## src/rtl/epp_pkg.sv

```systemverilog
// Shared types and constants for the EPP slave front end.
package epp_pkg;

  // Shallowest synchronizer that still gives a metastability settling stage.
  localparam int unsigned EPP_SYNC_MIN = 2;

  // Cycle type, taken from the synchronized write strobe (low = write).
  localparam logic CYC_WRITE = 1'b0;
  localparam logic CYC_READ  = 1'b1;

  typedef enum logic [2:0] {
    StSettle,
    StIdle,
    StAwr,
    StArd,
    StDwr,
    StDrdReq,
    StDrdWait,
    StAck
  } epp_state_e;

  // True in every state where the slave owns the shared data bus.
  function automatic logic drives_bus(input epp_state_e st, input logic cyc_type);
    return (st == StArd) || (st == StDrdReq) || (st == StDrdWait) ||
           ((st == StAck) && (cyc_type == CYC_READ));
  endfunction

endpackage

```

## src/rtl/sync_vec.sv

```systemverilog
// Multi-flop synchronizer for a vector of asynchronous inputs.
module sync_vec #(
  parameter int unsigned WIDTH  = 1,
  parameter int unsigned STAGES = 2
) (
  input  logic             clk,
  input  logic             rst,
  input  logic [WIDTH-1:0] d,
  output logic [WIDTH-1:0] q
);

  logic [STAGES-1:0][WIDTH-1:0] stage_q;

  // Shift chain; resets to zero so strobes read as "active" until real levels arrive.
  always_ff @(posedge clk) begin
    if (rst) begin
      stage_q <= '0;
    end else begin
      stage_q <= {stage_q[STAGES-2:0], d};
    end
  end

  assign q = stage_q[STAGES-1];

endmodule

```

## src/rtl/epp_slave.sv

```systemverilog
// EPP slave front end: synchronizes host strobes, runs the wait handshake,
// owns the address register and hands data cycles to the NAND sequencer.
module epp_slave
  import epp_pkg::*;
#(
  parameter int unsigned SYNC_STAGES = 2
) (
  input  logic       clk_ndf,
  input  logic       rst,
  input  logic       epp_astb_n,
  input  logic       epp_dstb_n,
  input  logic       epp_wr_n,
  input  logic [7:0] epp_d_in,
  output logic [7:0] epp_q,
  output logic       epp_q_oe,
  output logic       epp_wait_n,
  output logic [7:0] cur_addr,
  output logic       wr_valid,
  input  logic       wr_ready,
  output logic [7:0] wr_addr,
  output logic [7:0] wr_data,
  output logic       rd_valid,
  input  logic       rd_ready,
  output logic [7:0] rd_addr,
  input  logic       rsp_valid,
  input  logic [7:0] rsp_data,
  output logic [7:0] err_cnt
);

  // Too-shallow settings are clamped rather than silently losing the settling stage.
  localparam int unsigned SyncDepth =
      (SYNC_STAGES < EPP_SYNC_MIN) ? EPP_SYNC_MIN : SYNC_STAGES;

  logic [2:0] strb_s;
  logic [7:0] d_s;
  logic       astb_s, dstb_s, wr_s;

  sync_vec #(
    .WIDTH  (3),
    .STAGES (SyncDepth)
  ) u_sync_strb (
    .clk (clk_ndf),
    .rst (rst),
    .d   ({epp_astb_n, epp_dstb_n, epp_wr_n}),
    .q   (strb_s)
  );

  // Bus is only consumed while a strobe is already stable low, so bit skew is harmless.
  sync_vec #(
    .WIDTH  (8),
    .STAGES (SyncDepth)
  ) u_sync_data (
    .clk (clk_ndf),
    .rst (rst),
    .d   (epp_d_in),
    .q   (d_s)
  );

  assign astb_s = strb_s[2];
  assign dstb_s = strb_s[1];
  assign wr_s   = strb_s[0];

  epp_state_e state_q, state_d;
  logic [7:0] cur_addr_q, cur_addr_d;
  logic [7:0] q_q, q_d;
  logic       wait_q, wait_d;
  logic       oe_q, oe_d;
  logic       wr_valid_q, wr_valid_d;
  logic [7:0] wr_addr_q, wr_addr_d;
  logic [7:0] wr_data_q, wr_data_d;
  logic       rd_valid_q, rd_valid_d;
  logic [7:0] rd_addr_q, rd_addr_d;
  logic [7:0] err_cnt_q, err_cnt_d;
  logic       cyc_type_q, cyc_type_d;
  logic       cyc_data_q, cyc_data_d;

  // Next-state decode and output updates for the EPP handshake FSM.
  always_comb begin
    state_d    = state_q;
    cur_addr_d = cur_addr_q;
    q_d        = q_q;
    wr_valid_d = wr_valid_q;
    wr_addr_d  = wr_addr_q;
    wr_data_d  = wr_data_q;
    rd_valid_d = rd_valid_q;
    rd_addr_d  = rd_addr_q;
    err_cnt_d  = err_cnt_q;
    cyc_type_d = cyc_type_q;
    cyc_data_d = cyc_data_q;

    case (state_q)
      // Wait out any cycle that was in flight when reset hit.
      StSettle: begin
        if (astb_s && dstb_s) state_d = StIdle;
      end
      StIdle: begin
        if (!astb_s && !dstb_s) begin
          if (err_cnt_q != 8'hFF) err_cnt_d = err_cnt_q + 8'd1;
        end else if (!astb_s) begin
          cyc_data_d = 1'b0;
          if (!wr_s) begin
            cyc_type_d = CYC_WRITE;
            cur_addr_d = d_s;
            state_d    = StAwr;
          end else begin
            cyc_type_d = CYC_READ;
            q_d        = cur_addr_q;
            state_d    = StArd;
          end
        end else if (!dstb_s) begin
          cyc_data_d = 1'b1;
          if (!wr_s) begin
            cyc_type_d = CYC_WRITE;
            wr_addr_d  = cur_addr_q;
            wr_data_d  = d_s;
            wr_valid_d = 1'b1;
            state_d    = StDwr;
          end else begin
            cyc_type_d = CYC_READ;
            rd_addr_d  = cur_addr_q;
            rd_valid_d = 1'b1;
            state_d    = StDrdReq;
          end
        end
      end
      StAwr, StArd: begin
        state_d = StAck;
      end
      StDwr: begin
        if (wr_ready) begin
          wr_valid_d = 1'b0;
          state_d    = StAck;
        end
      end
      StDrdReq: begin
        if (rd_ready) begin
          rd_valid_d = 1'b0;
          state_d    = StDrdWait;
        end
      end
      StDrdWait: begin
        if (rsp_valid) begin
          q_d     = rsp_data;
          state_d = StAck;
        end
      end
      StAck: begin
        // Release on whichever strobe opened this cycle.
        if (cyc_data_q ? dstb_s : astb_s) state_d = StIdle;
      end
      default: state_d = StSettle;
    endcase

    // Pad-facing controls are decoded from the next state so the flops track it exactly.
    wait_d = (state_d == StAck);
    oe_d   = drives_bus(state_d, cyc_type_d);
  end

  // State and output registers, synchronous reset.
  always_ff @(posedge clk_ndf) begin
    if (rst) begin
      state_q    <= StSettle;
      cur_addr_q <= 8'h00;
      q_q        <= 8'h00;
      wait_q     <= 1'b0;
      oe_q       <= 1'b0;
      wr_valid_q <= 1'b0;
      wr_addr_q  <= 8'h00;
      wr_data_q  <= 8'h00;
      rd_valid_q <= 1'b0;
      rd_addr_q  <= 8'h00;
      err_cnt_q  <= 8'h00;
      cyc_type_q <= CYC_WRITE;
      cyc_data_q <= 1'b0;
    end else begin
      state_q    <= state_d;
      cur_addr_q <= cur_addr_d;
      q_q        <= q_d;
      wait_q     <= wait_d;
      oe_q       <= oe_d;
      wr_valid_q <= wr_valid_d;
      wr_addr_q  <= wr_addr_d;
      wr_data_q  <= wr_data_d;
      rd_valid_q <= rd_valid_d;
      rd_addr_q  <= rd_addr_d;
      err_cnt_q  <= err_cnt_d;
      cyc_type_q <= cyc_type_d;
      cyc_data_q <= cyc_data_d;
    end
  end

  assign epp_q      = q_q;
  assign epp_q_oe   = oe_q;
  assign epp_wait_n = wait_q;
  assign cur_addr   = cur_addr_q;
  assign wr_valid   = wr_valid_q;
  assign wr_addr    = wr_addr_q;
  assign wr_data    = wr_data_q;
  assign rd_valid   = rd_valid_q;
  assign rd_addr    = rd_addr_q;
  assign err_cnt    = err_cnt_q;

endmodule

```

## config.mk

```make
export PLATFORM = sky130hd
export DESIGN_NAME = epp_slave
export DESIGN_NICKNAME = d
export VERILOG_FILES = /design/src/rtl/epp_pkg.sv /design/src/rtl/sync_vec.sv /design/src/rtl/epp_slave.sv
export SDC_FILE = /design/constraint.sdc
export NUM_CORES = 1
export LEC_CHECK = 0
export BUFFER_PORTS_ARGS = -buffer_cell sky130_fd_sc_hd__buf_2
export CORE_UTILIZATION = 52
export DETAILED_ROUTE_END_ITERATION = 10
export PLACE_DENSITY = 0.74
export SYNTH_ARGS = -nofsm -noshare
export SYNTH_HDL_FRONTEND = slang
export SYNTH_SLANG_ARGS = --single-unit
```

## constraint.sdc

```tcl
create_clock -name clk_ndf -period 4.1 [get_ports clk_ndf]
set_clock_uncertainty 0.1 [all_clocks]
set_input_delay 0.41 -clock clk_ndf [delete_from_list [all_inputs] [get_ports clk_ndf]]
set_output_delay 0.41 -clock clk_ndf [all_outputs]
set_load 0.005 [all_outputs]
```

### Yosys cells after proc, flatten, opt, wreduce, memory -nomap -nowiden

Cells that the tools add are included.

* register bits after elaboration: 79
* bits of input ports: 24
* output and inout port bits: 52

* add/subtract/negate cells: 1
* equal/unequal tests: 22
* muxes and demuxes: 36
* bitwise gates (word level): 4
* reductions and logical operators: 21

Operators with widths (count)
* 8-bit 2-to-1 mux: 4
* 3-bit 2-to-1 mux: 8
* 3-bit equality test, second input constant: 7
* 3-bit case mux with 7 select lines: 1
* 1-bit 2-to-1 mux: 20
* 2-bit != test, second input constant: 8
* 8-bit case mux with 2 select lines: 1
* 5-bit AND reduction: 3
* 6-bit AND reduction: 2
* 3-bit by 2-bit equality test with 1-bit output, second input constant: 3
* 8-bit by 1-bit adder with 8-bit output, second input constant: 1
* 8-bit != test, second input constant: 1
* 3-bit AND reduction: 2
* 2-bit nonzero test: 3
* 2-bit by 1-bit != test with 1-bit output, second input constant: 2
* 1-bit inverter: 4
* 1-bit case mux with 2 select lines: 2
* 4-bit AND reduction: 1
* 3-bit by 1-bit equality test with 1-bit output, second input constant: 1
* 1-bit logical AND: 3
* 3-bit logical NOT: 1
* 1-bit logical OR: 3
* 1-bit logical NOT: 2
* 2-bit OR reduction: 1

### Logic depth before layout (Yosys ltp)

Gate-level depths: netlist of the first run.

* depth in word-level cells: 9
* depth in mapped cells: 7
* mapped depth without buffers: 6

### By module

Synthesis of the first run repeated with hierarchy kept, for this count alone.

* cell total of the unflattened synthesis: 338
* area, all modules: 3203.1 sq um

Modules (own cells, without submodules)
* epp_slave: times used 1, cells an instance 282, area an instance 2498.6 sq um
* sync_vec (u_sync_data): times used 1, cells an instance 41, area an instance 524.3 sq um
* sync_vec (u_sync_strb): times used 1, cells an instance 15, area an instance 180.2 sq um

### Least setup slack after synthesis of the first run

OpenSTA, ideal clock, no wires.

* path type: flip-flop to flip-flop
* from: register u_sync_strb.stage_q, in the netlist u_sync_strb.q[2]
* to: register wr_data_q[6], in the netlist wr_data[6]
* setup time: 0.128 ns
* data arrival time: 1.879 ns
* data required time: 3.872 ns
* setup slack: 1.993 ns
* stages on the path, launching flop included: 8
* buffers on the path: 1
* clock period less this slack: 2.107 ns
* cells stage by stage: dfxtp_1 inv_1 ha_1 nand4bb_1 nor4_4 buf_6 mux2i_1 nor2_1

* cells in the longest elaborated chain, start to end: 4

RTL lines
* start, declared: RTL line sync_vec.sv:12 `logic [STAGES-1:0][WIDTH-1:0] stage_q;`
* start signal, assigned: RTL line sync_vec.sv:19 `stage_q <= {stage_q[STAGES-2:0], d};`
* 1-bit logical NOT
* 1-bit logical AND: RTL line epp_slave.sv:97 `if (!astb_s && !dstb_s) begin`
* 1-bit inverter (no line)
* 5-bit AND reduction (no line) *
* end signal, assigned: RTL line epp_slave.sv:183 `wr_data_q <= wr_data_d;`
* end, declared: RTL line epp_slave.sv:70 `logic [7:0] wr_data_q, wr_data_d;`

Every way passes the cells marked *; elsewhere a longest branch is shown, timed or not.
A chain may end at the register's enable or synchronous reset.

### Final worst setup path of the first run

Ends and elaborated chain as after synthesis.

==> results.md, run 1 <==
| Stage | Parameter | Reported |
|---|---|---|
| clock tree | TritonCTS clock tree | built |
| routing | Drt wl/cell | 13.76 um |
| die | DIE HEIGHT | 79.17 um |
| critical path | R2R setup slack | 1.48 ns |
| sta | Worst hold margin | 0.1652 ns |
| routing | Drt drc | 0 |
| synthesis | Main synth FF type | dfxtp_1 |
| routing | Vias per inst | 5.312 |
| synthesis | Combined area of all synthesized cells | 3097 um^2 |
| clock tree | Worst-Skew Late Latency | 0.35 ns |
| clock tree | Clock buffer count from CTS | 9 |
| hold path | Worst min-delay path class | primary input to flip-flop |
| flow run | Number of max-cap violations | 0 |
| critical path | Worst Setup Path Type | flip-flop to flip-flop |
| layout | Final antenna diode count | 0 |
| routing | Total detailed-routing wirelength | 6342 um |
| synthesis | Avg Synthesized Cell Area | 9.831 um^2 |
| die | Effective utilization at floorplan | 0.5522 |
| clock tree | Number of H-tree branching levels | 3 |
| place | Number of buffers inserted by port buffering | 75 |
| place | Last weighted congestion value of the routability-driven placer | 0.8125 |
| routing | Initial DRT Pass Iterations | 4 |
| sta | Total Neg Setup Slack | 0 ns |
| global route | Largest net degree at the start of global routing | 40 |
| critical path | Data arrival, critical path | 2.73 ns |
| critical path | Worst path required time | 4.22 ns |
| synthesis | Synth top cells by count | dfxtp_1, nor2_1, mux2i_1, nand2_1, nor2b_1 |
| critical path | Depth of the most critical reg-to-reg path | 7 |
| die | Horizontal die dimension | 79.17 um |
| critical path | Maximum fanout encountered on the critical timing path | 10 |
| global route | Vias in the first global route | 2139 |
| synthesis | Synth async-reset ratio | 0 |
| synthesis | Leading area contributor after synthesis | dfxtp_1 |
| power and ir drop | Maximum VDD drop | 0.2578 mV |
| die | Die Area | 6268 um^2 |
| die | Standard cell core area | 5608 um^2 |
| hold path | WHS Path Cells | 2 |
| critical path | Endpoint kind of the worst setup timing path | flip-flop |
| clock tree | Buffers from clock root to sink, at most | 2 |
| power and ir drop | Leakage | 1.487 nW |
| clock tree | Number of hold-repair buffers added at the cts stage | 0 |
| synthesis | Share of synthesized area occupied by flip-flops and latches | 0.5107 |
| hold path | Hold Crit Start | epp_d_in[4] |
| die | Top-level port count | 76 |
| critical path | Worst reg2reg path endpoint | wr_data[6] |
| routing | ANT nets after route | 0 |
| critical path | Type of origin of the critical path | flip-flop |
| synthesis | Register bit total from synthesis | 79 |
| sta | Final Cycle Share | 0.6380 |
| synthesis | Number of flops mapped to enable cells by yosys | 0 |
| critical path | Peak per-stage delay on the critical path | 0.66 ns |
| power and ir drop | Power density normalized to cell area | 413.2 nW/um^2 |
| clock tree | Sinks on the clock net | 79 |
| clock tree | Reg clk slew, reported paths | 0.08 ns |
| clock tree | Number of gates given a new drive strength after cts | 0 |
| outcome | Outcome | finished clean |
| layout | Synthesis-to-layout area growth | 19.27% |
| sta | Final number of hold-violating endpoints | 0 |
| synthesis | Cell variety after synth | 48 |
| synthesis | Ys Warns | 0 |
| sta | Max Clk Rate | 382.3 MHz |
| clock tree | Number of setup buffers added after CTS | 0 |
| sta | Measured slew at the worst slew-check pin | 0.8094 ns |
| place | Post-DP HPWL | 4335 um |
| layout | Net count of the finished layout | 412 |
| sta | Final Max Slew Viols | 0 |
| sta | Final setup fails | 0 |
| synthesis | Post-synthesis net count | 343 |
| sta | Unrepaired setup endpoints after global routing | no |
| synthesis | Most area-consuming cells after synthesis | dfxtp_1, mux2i_1, nor2_1, nor2b_1, nand2_1 |
| sta | Slew headroom | 0.4564 |
| synthesis | Top-area cell type share of the netlist area | 0.5107 |
| routing | Iteration-0 DRC count of the detailed router | 112 |
| hold path | Capture endpoint of the worst hold path | u_sync_data.stage_q[4] |
| synthesis | Top-count cell post-synth | dfxtp_1 |
| critical path | Reg2Reg Launch Point | u_sync_strb.q[2] |
| critical path | Cell-by-cell trace of the critical path | inv_1 -> ha_1 -> nand4bb_1 -> nor4_4 -> buf_4 -> mux2i_1 -> nor2_1 |
| sta | Shortest period the worst path allows | 2.616 ns |
| critical path | Slowest-stage cell, CP | nor4_4 |
| global route | Overflow left after global routing | 0 |
| routing | Vias post-DR | 2449 |
| synthesis | Number of instances in the synthesized netlist | 315 |
| global route | First-pass GRT wire length | 10370 um |
| die | FP Rows | 27 |
| global route | Aggregate global-route resource usage | 0.2154 |
| global route | Initial antenna violation count | 0 |
| layout | Layout cell share with drive strength beyond 1 | 0.2596 |
| clock tree | Master cell of the clock root buffer | clkbuf_8 |
[power breakdown]
part	switching (W)	total (W)	internal [W]	leakage, nW
registers	0.0000284	0.000817	0.000789	0.642
clock network	0.000270	0.000600	0.000330	0.109
logic	0.0000587	0.000109	0.0000503	0.736
[metrics by stage]
stage          total power [W]  cell area (um^2)  utilization  setup slack (ns)  cells
2_1_floorplan        0.0009097              3097            -             1.993    315
3_3_place_gp         0.0009405              3485       0.6214             1.632    445
3_5_place_dp         0.0009439              3485       0.6214             1.504    445
4_1_cts               0.001536              3694       0.6586             1.485    461
5_1_grt               0.001584              3694       0.6586             1.304    461
6_report              0.001526              3694       0.6586             1.484    461
[placed cells by master, fill, tap and decap left out, drive strengths merged, types with 3 or more instances in the layout]
cell    instances
a311oi         10
nor3            4
dfxtp          79
nor2           40
ha              4
o21ai           3
inv             6
mux2i          34
nand4           3
clkbuf         13
nand3          11
and2            4
nand2          33
nor2b          24
a21oi          10
buf            77
[flip-flops by register name, indices dropped and copies added (netlist names)]
register	flops
cur_addr	8
epp_q	8
err_cnt	8
rd_addr	8
u_sync_data.q	8
u_sync_data.stage_q	8
wr_addr	8
wr_data	8
state_q	3
u_sync_strb.q	3
u_sync_strb.stage_q	3
cyc_data_q	1
cyc_type_q	1
epp_q_oe	1
epp_wait_n	1
rd_valid	1
wr_valid	1
[worst max-delay path, delay by kind of cell, from the launching register on]
| family | cells | cell delay (ns) |
|---|---|---|
| adders and majority gates | 1 | 0.24 |
| buffers and inverters | 2 | 0.41 |
| DFF | 1 | 0.50 |
| muxes | 1 | 0.22 |
| and+or+nand+nor | 3 | 1.01 |
[how the worst max path moves through the flow]
stage          slack (ns)         end  cells after the start              from
5_1_grt              1.30  wr_data[3]                      7  u_sync_strb.q[2]
4_1_cts              1.49  wr_data[6]                      7  u_sync_strb.q[2]
2_1_floorplan        1.99  wr_data[6]                      7  u_sync_strb.q[2]
6_report             1.48  wr_data[6]                      7  u_sync_strb.q[2]
3_3_place_gp         1.63  wr_data[0]                      7  u_sync_strb.q[2]
3_5_place_dp         1.50  wr_data[6]                      7  u_sync_strb.q[2]
[layer usage]
layer  wire length (um)  share of wire  vias up  global-route usage
li1                   -              -     1233                   -
met1               3080           0.49     1129              0.2912
met2               2772           0.44       74              0.3233
met3                374          0.059       13             0.03793
met4                114          0.018        0              0.1200
met5                  0              0        -                   0
[logic make-up after synthesis]
family,share of synthesized area
AO/OA/AOI/OAI,0.09455
XOR/XNOR,0.002829
adder cells (fa/ha/maj),0.01616
buffers and inverters,0.03717
flip-flops,0.5107
multiplexers,0.1135
AND/OR/NAND/NOR,0.2251
[final cells by class]
| type | instances | area, um^2 |
|---|---|---|
| clock buffers | 13 | 168.9 |
| flip-flops and latches | 79 | 1582 |
| clock inverters | 3 | 40.04 |
| fillers | 505 | 1914 |
| well taps | 72 | 90.09 |
| multi-input cells | 211 | 1400 |
| inverters | 6 | 22.52 |
| repair buffers | 77 | 390.4 |
(Power assumes the default switching activity.)
==> inputs of run 2 (changes only) <==
CORE_UTILIZATION = 47   (was 52)
PLACE_DENSITY = 0.7   (was 0.74)
clock period = 2.13 ns   (was 4.1 ns; I/O delays follow)
==> results.md, run 2 (synthesis gave the netlist of run 1 again) <==
| Stage | Parameter | Reported | vs previous |
|---|---|---|---|
| clock tree | Clock buffer count from CTS | 9 | unchanged |
| die | Horizontal die dimension | 83.17 um | +5.1% |
| die | Die Area | 6917 um^2 | +10% |
| routing | Total detailed-routing wirelength | 6673 um | +5.2% |
| critical path | Data arrival, critical path | 2.16 ns | -0.57 ns |
| sta | Worst hold margin | 0.03309 ns | -0.1322 ns |
| sta | Final Max Slew Viols | 0 | unchanged |
| layout | Net count of the finished layout | 440 | +6.8% |
| flow run | Number of max-cap violations | 0 | unchanged |
| die | DIE HEIGHT | 83.17 um | +5.1% |
| clock tree | Worst-Skew Late Latency | 0.33 ns | -0.02 ns |
| power and ir drop | Clock network power share | 0.360 | -0.033 |
| layout | FF/Latch Area | 1582 um^2 | unchanged |
| critical path | Endpoint kind of the worst setup timing path | flip-flop |  |
| die | Top-level port count | 76 | unchanged |
| global route | Aggregate global-route resource usage | 0.1955 | -0.01986 |
| die | Effective utilization at floorplan | 0.4877 | -0.06452 |
| power and ir drop | Leakage | 1.606 nW | +8.0% |
| sta | Total Neg Setup Slack | 0 ns | unchanged |
| global route | Initial antenna violation count | 0 | unchanged |
| sta | Unrepaired setup endpoints after global routing | no |  |
| power and ir drop | Share of power burned in combinational logic | 0.099 | +0.028 |
| power and ir drop | Power density normalized to cell area | 728.3 nW/um^2 | +76% |
| layout | Area used by multi-input combinational logic | 1419 um^2 | +1.3% |
| place | Number of buffers inserted by port buffering | 75 | unchanged |
| clock tree | TritonCTS clock tree | built |  |
| place | Number of instances in the placed design | 466 | +4.7% |
| clock tree | Buffers from clock root to sink, at most | 2 | unchanged |
| routing | Drt wl/cell | 13.56 um | -1.4% |
| sta | Final number of hold-violating endpoints | 0 | unchanged |
| layout | FILL cells | 548 | +8.5% |
| power and ir drop | Net switching power | 0.0006835 W | +91% |
| global route | First-pass GRT wire length | 10890 um | +5.0% |
| place | Last weighted congestion value of the routability-driven placer | 0.8016 | -1.3% |
| outcome | Outcome | finished clean |  |
| power and ir drop | Sw Ratio | 0.2376 | +0.003539 |
| routing | Vias per inst | 5.165 | -2.8% |
| layout | Synthesis-to-layout area growth | 27.56% |  |
| global route | Overflow left after global routing | 0 | unchanged |
| sta | Worst Setup Slack, final | 0.1201 ns | -1.364 ns |
| sta | Measured slew at the worst slew-check pin | 0.5796 ns | -0.2298 ns |
| global route | Largest net degree at the start of global routing | 37 | -7.5% |
| clock tree | Reg clk slew, reported paths | 0.08 ns | about the same |
| power and ir drop | Maximum VDD drop | 0.4866 mV | +89% |
| die | Standard cell core area | 6350 um^2 | +13% |
| global route | Vias in the first global route | 2394 | +12% |
| clock tree | Master cell of the clock root buffer | clkbuf_8 |  |
| sta | Shortest period the worst path allows | 2.010 ns | -0.6060 ns |
| critical path | Worst Setup Path Type | flip-flop to flip-flop |  |
| routing | Drt drc | 0 | unchanged |
| clock tree | Number of H-tree branching levels | 3 | unchanged |
| routing | Initial DRT Pass Iterations | 4 | unchanged |
| routing | ANT nets after route | 0 | unchanged |
| power and ir drop | Sequential fraction of design power | 0.540 | +0.004 |
| die | FP Rows | 29 | +7.4% |
| power and ir drop | Internal power contribution | 0.002193 W | +88% |
| clock tree | Sinks on the clock net | 79 | unchanged |
| place | Post-DP HPWL | 4562 um | +5.2% |
| layout | Most common cell after layout, fill and taps aside | dfxtp_1 |  |
| place | Pre-CTS setup slack | 0.03538 ns | -1.468 ns |
| routing | Vias post-DR | 2541 | +3.8% |
| layout | Count of non-filler cells in the finished layout | 492 | +6.7% |
| critical path | R2R setup slack | 0.12 ns | -1.36 ns |
| critical path | Maximum fanout encountered on the critical timing path | 15 | +5 |
| layout | Final antenna diode count | 0 | unchanged |
| sta | Final setup fails | 0 | unchanged |
| sta | Final Cycle Share | 0.9436 | +0.3056 |
| layout | Layout cell share with drive strength beyond 1 | 0.2843 | +0.02470 |
| layout | Commonest non-fill, non-tap cells in the layout | dfxtp_1, buf_2, nor2_1 |  |
| routing | Iteration-0 DRC count of the detailed router | 93 | -17% |
| critical path | Type of origin of the critical path | flip-flop |  |
| sta | Slew headroom | 0.6132 | +0.1568 |
| sta | Max Clk Rate | 497.5 MHz | +30% |
| hold path | Worst min-delay path class | primary input to flip-flop |  |
| critical path | Worst path required time | 2.28 ns | -1.94 ns |
[run 2: cell count changes in the layout (fill, tap and decap cells not counted), moves of 2 or more]
cell	before	now
buf_12	0	2
buf_4	2	17
clkbuf_8	12	9
clkinv_2	2	0
dlygate4sd3_1	0	11
[run 2: worst max-delay path: stages (launching register included)]
cell      delay [ns]
dfxtp_1         0.34
inv_1           0.07
ha_2            0.21
or4b_4          0.50
a22oi_4         0.24
buf_12          0.16
nor2_1          0.04
a311oi_1        0.25
[run 2: final cells by class]
type                       instances  area share
clock buffer                      11     0.03326
clock inverter                     3     0.01172
sequential                        79      0.4004
tap                               77     0.02439
inverter                           6    0.005702
timing repair buffer             105      0.1653
multi-input combinational        211      0.3592
[run 2: final timing paths]
check | start | endpoint | cells past startpoint
worst max register to register | u_sync_strb.q[1] | epp_q[5] | 7
worst min-delay path | wr_ready | wr_valid | 2
worst min register to register | u_sync_data.stage_q[5] | u_sync_data.q[5] | 1
worst max-delay path | u_sync_strb.q[1] | epp_q[5] | 7
[run 2: routing by layer]
layer  GRT usage  up-vias  share of wire  wire length, um
li1            -     1289              -                -
met1      0.2606     1167           0.48             3234
met2      0.3033       75           0.45             3011
met3     0.03479       10          0.047              316
met4      0.1019        0          0.017              111
met5           0        -              0                0
[run 2: power groups by stage]
stage / Sequential [W] / Clock, W / Combinational [W]
2_1_floorplan: 0.00158 / 0 / 0.000171
6_report: 0.00155 / 0.00104 / 0.000286
3_5_place_dp: 0.00159 / 0 / 0.000258
4_1_cts: 0.00155 / 0.00106 / 0.000277
3_3_place_gp: 0.00159 / 0 / 0.000253
5_1_grt: 0.00156 / 0.00111 / 0.000316
[run 2: stage by stage]
stage / power, W / util / area, um^2
2_1_floorplan: 0.001751 / - / 3097
3_3_place_gp: 0.001840 / 0.5706 / 3623
3_5_place_dp: 0.001847 / 0.5706 / 3623
4_1_cts: 0.002888 / 0.6162 / 3913
5_1_grt: 0.002986 / 0.6221 / 3950
6_report: 0.002877 / 0.6221 / 3950
[run 2: repair_timing]
item                                    in CTS  in global routing
endpoints found under the setup margin       5                 31
hold buffers                                11                  0
resized for setup                            1                  4
buffers inserted                             0                  1
gates cloned                                 0                  0
hold endpoints to repair                    11                  0
pin swaps                                    0                  3
==> inputs of run 3 (changes only) <==
PLACE_DENSITY = 0.74   (was 0.7)
==> results.md, run 3 (synthesis gave the netlist of run 1 again) <==
| Stage | Parameter | Reported | vs previous |
|---|---|---|---|
| clock tree | Number of H-tree branching levels | 3 | unchanged |
| place | Post-DP HPWL | 4448 um | -2.5% |
| die | Effective utilization at floorplan | 0.4877 | unchanged |
| critical path | Cell-by-cell trace of the critical path | inv_1 -> ha_1 -> or4b_4 -> a22oi_4 -> buf_12 -> nor2_1 -> a311oi_1 |  |
| sta | Final number of hold-violating endpoints | 0 | unchanged |
| layout | Most common cell after layout, fill and taps aside | dfxtp_1 |  |
| sta | Measured slew at the worst slew-check pin | 0.5835 ns | +0.003872 ns |
| critical path | CP top delay family | simple AND/OR/NAND/NOR gates |  |
| sta | Slew headroom | 0.6106 | -0.002584 |
| routing | Vias post-DR | 2527 | -0.55% |
| power and ir drop | Maximum VDD drop | 0.4669 mV | -4.1% |
| critical path | Maximum fanout encountered on the critical timing path | 15 | unchanged |
| layout | End-of-flow core utilization | 0.6254 | +0.003350 |
| place | Last weighted congestion value of the routability-driven placer | 0.7740 | -3.4% |
| clock tree | TritonCTS clock tree | built |  |
| place | Pre-CTS setup slack | 0.08870 ns | +0.05332 ns |
| clock tree | Sinks on the clock net | 79 | unchanged |
| layout | Count of non-filler cells in the finished layout | 498 | +1.2% |
| layout | Commonest non-fill, non-tap cells in the layout | dfxtp_1, buf_2, nor2_1 |  |
| layout | Synthesis-to-layout area growth | 28.24% |  |
| critical path | Number of buffers and inverters on the critical path | 2 | unchanged |
| die | Standard cell core area | 6350 um^2 | unchanged |
| sta | Final setup fails | 0 | unchanged |
| outcome | Outcome | finished clean |  |
| critical path | Type of origin of the critical path | flip-flop |  |
| layout | Layout cell share with drive strength beyond 1 | 0.2898 | +0.005449 |
| critical path | Worst Setup Path Type | flip-flop to flip-flop |  |
| global route | Initial antenna violation count | 0 | unchanged |
| power and ir drop | Total power consumption of the routed design | 0.002860 W | -0.58% |
| routing | ANT nets after route | 0 | unchanged |
| routing | Total detailed-routing wirelength | 6460 um | -3.2% |
| die | Horizontal die dimension | 83.17 um | unchanged |
| power and ir drop | Power density normalized to cell area | 720.2 nW/um^2 | -1.1% |
| routing | Iteration-0 DRC count of the detailed router | 130 | +40% |
| sta | Final Cycle Share | 0.9440 | about the same |
| critical path | Data arrival, critical path | 2.16 ns | about the same |
| layout | FILL cells | 536 | -2.2% |
| critical path | Endpoint kind of the worst setup timing path | flip-flop |  |
| critical path | Slowest-stage cell, CP | or4b_4 |  |
| clock tree | Reg clk slew, reported paths | 0.08 ns | about the same |
| sta | Total Neg Setup Slack | 0 ns | unchanged |
| die | Top-level port count | 76 | unchanged |
| critical path | Peak per-stage delay on the critical path | 0.50 ns | about the same |
| sta | Final Max Slew Viols | 0 | unchanged |
| clock tree | Buffers from clock root to sink, at most | 2 | unchanged |
| clock tree | Worst-Skew Late Latency | 0.35 ns | +0.02 ns |
| layout | Final antenna diode count | 0 | unchanged |
| critical path | Worst path required time | 2.28 ns | about the same |
| place | Number of instances in the placed design | 467 | +0.21% |
| clock tree | Clock buffer count from CTS | 9 | unchanged |
| global route | Overflow left after global routing | 0 | unchanged |
| global route | First-pass GRT wire length | 10530 um | -3.3% |
| routing | Drt wl/cell | 12.97 um | -4.4% |
| die | FP Rows | 29 | unchanged |
| global route | Largest net degree at the start of global routing | 37 | unchanged |
| global route | Vias in the first global route | 2230 | -6.9% |
| sta | Shortest period the worst path allows | 2.011 ns | +0.0008840 ns |
| flow run | Number of max-cap violations | 0 | unchanged |
| sta | Worst Setup Slack, final | 0.1192 ns | -0.0008840 ns |
| die | DIE HEIGHT | 83.17 um | unchanged |
| sta | Max Clk Rate | 497.3 MHz | about the same |
| die | Die Area | 6917 um^2 | unchanged |
| place | Number of buffers inserted by port buffering | 75 | unchanged |
| routing | Drt drc | 0 | unchanged |
| routing | Vias per inst | 5.074 | -1.7% |
| layout | Net count of the finished layout | 444 | +0.91% |
| routing | Initial DRT Pass Iterations | 4 | unchanged |
| power and ir drop | Leakage | 1.623 nW | +1.1% |
| clock tree | Master cell of the clock root buffer | clkbuf_8 |  |
| hold path | Worst min-delay path class | primary input to flip-flop |  |
| global route | Aggregate global-route resource usage | 0.1914 | -0.004079 |
[run 3: cell count changes in the layout (fill, tap and decap cells not counted), sizes merged]
cell | previous run | this run
dlygate4sd3 | 11 | 12
bufinv | 1 | 0
clkinvlp | 1 | 2
clkbuf | 11 | 12
inv | 6 | 7
buf | 94 | 97
[run 3: path summary, 6_finish.rpt]
kind                               start                to  slack, ns  cells past startpoint
setup / recovery        u_sync_strb.q[1]          epp_q[0]       0.12                      7
hold / removal               rsp_data[5]          epp_q[5]       0.05                      3
setup reg to reg        u_sync_strb.q[1]          epp_q[0]       0.12                      7
hold reg to reg   u_sync_data.stage_q[6]  u_sync_data.q[6]       0.34                      1
[run 3: worst reg2reg max path: stages (launching register included)]
cell and delay [ns]:
dfxtp_1 0.35, inv_1 0.07, ha_1 0.22, or4b_4 0.50
a22oi_4 0.22, buf_12 0.16, nor2_1 0.05, a311oi_1 0.25
[run 3: area by class of cell]
cell class                      count  area (um^2)  area share
Timing Repair Buffer              109        685.7      0.1727
Clock buffer                       12        155.1     0.03907
Inverter                            6        22.52    0.005671
Multi-Input combinational cell    211         1401      0.3529
Sequential cell                    79         1582      0.3982
Clock inverter                      4        28.78    0.007246
Tap cell                           77        96.34     0.02426
[run 3: per-layer routing]
| layer | GRT usage | wire (um) |
|---|---|---|
| met2 | 0.2779 | 2865 |
| met4 | 0.07053 | 100 |
| met1 | 0.2628 | 3183 |
| met3 | 0.06561 | 310 |
| met5 | 0 | 0 |
[run 3: power breakdown]
group          internal [W]  total [W]  switching [W]
sequential          0.00152    0.00156      0.0000413
combinational      0.000145   0.000279       0.000135
clock              0.000489    0.00102       0.000531
total               0.00215    0.00286       0.000707
[run 3: through the flow]
stage	area (um^2)	hold WS, ns
finish	3971	0.04651
CTS	3935	0.03373
global route	3971	0.03110
detailed placement	3631	0.3220
global placement	3631	0.3175
floorplan	3097	0.2282
[run 3: repair_timing]
action,in CTS,in global routing
gates resized for setup,0,2
hold buffers,12,0
endpoints found under the setup margin,0,18
hold endpoints to repair,12,0
setup buffers,0,3
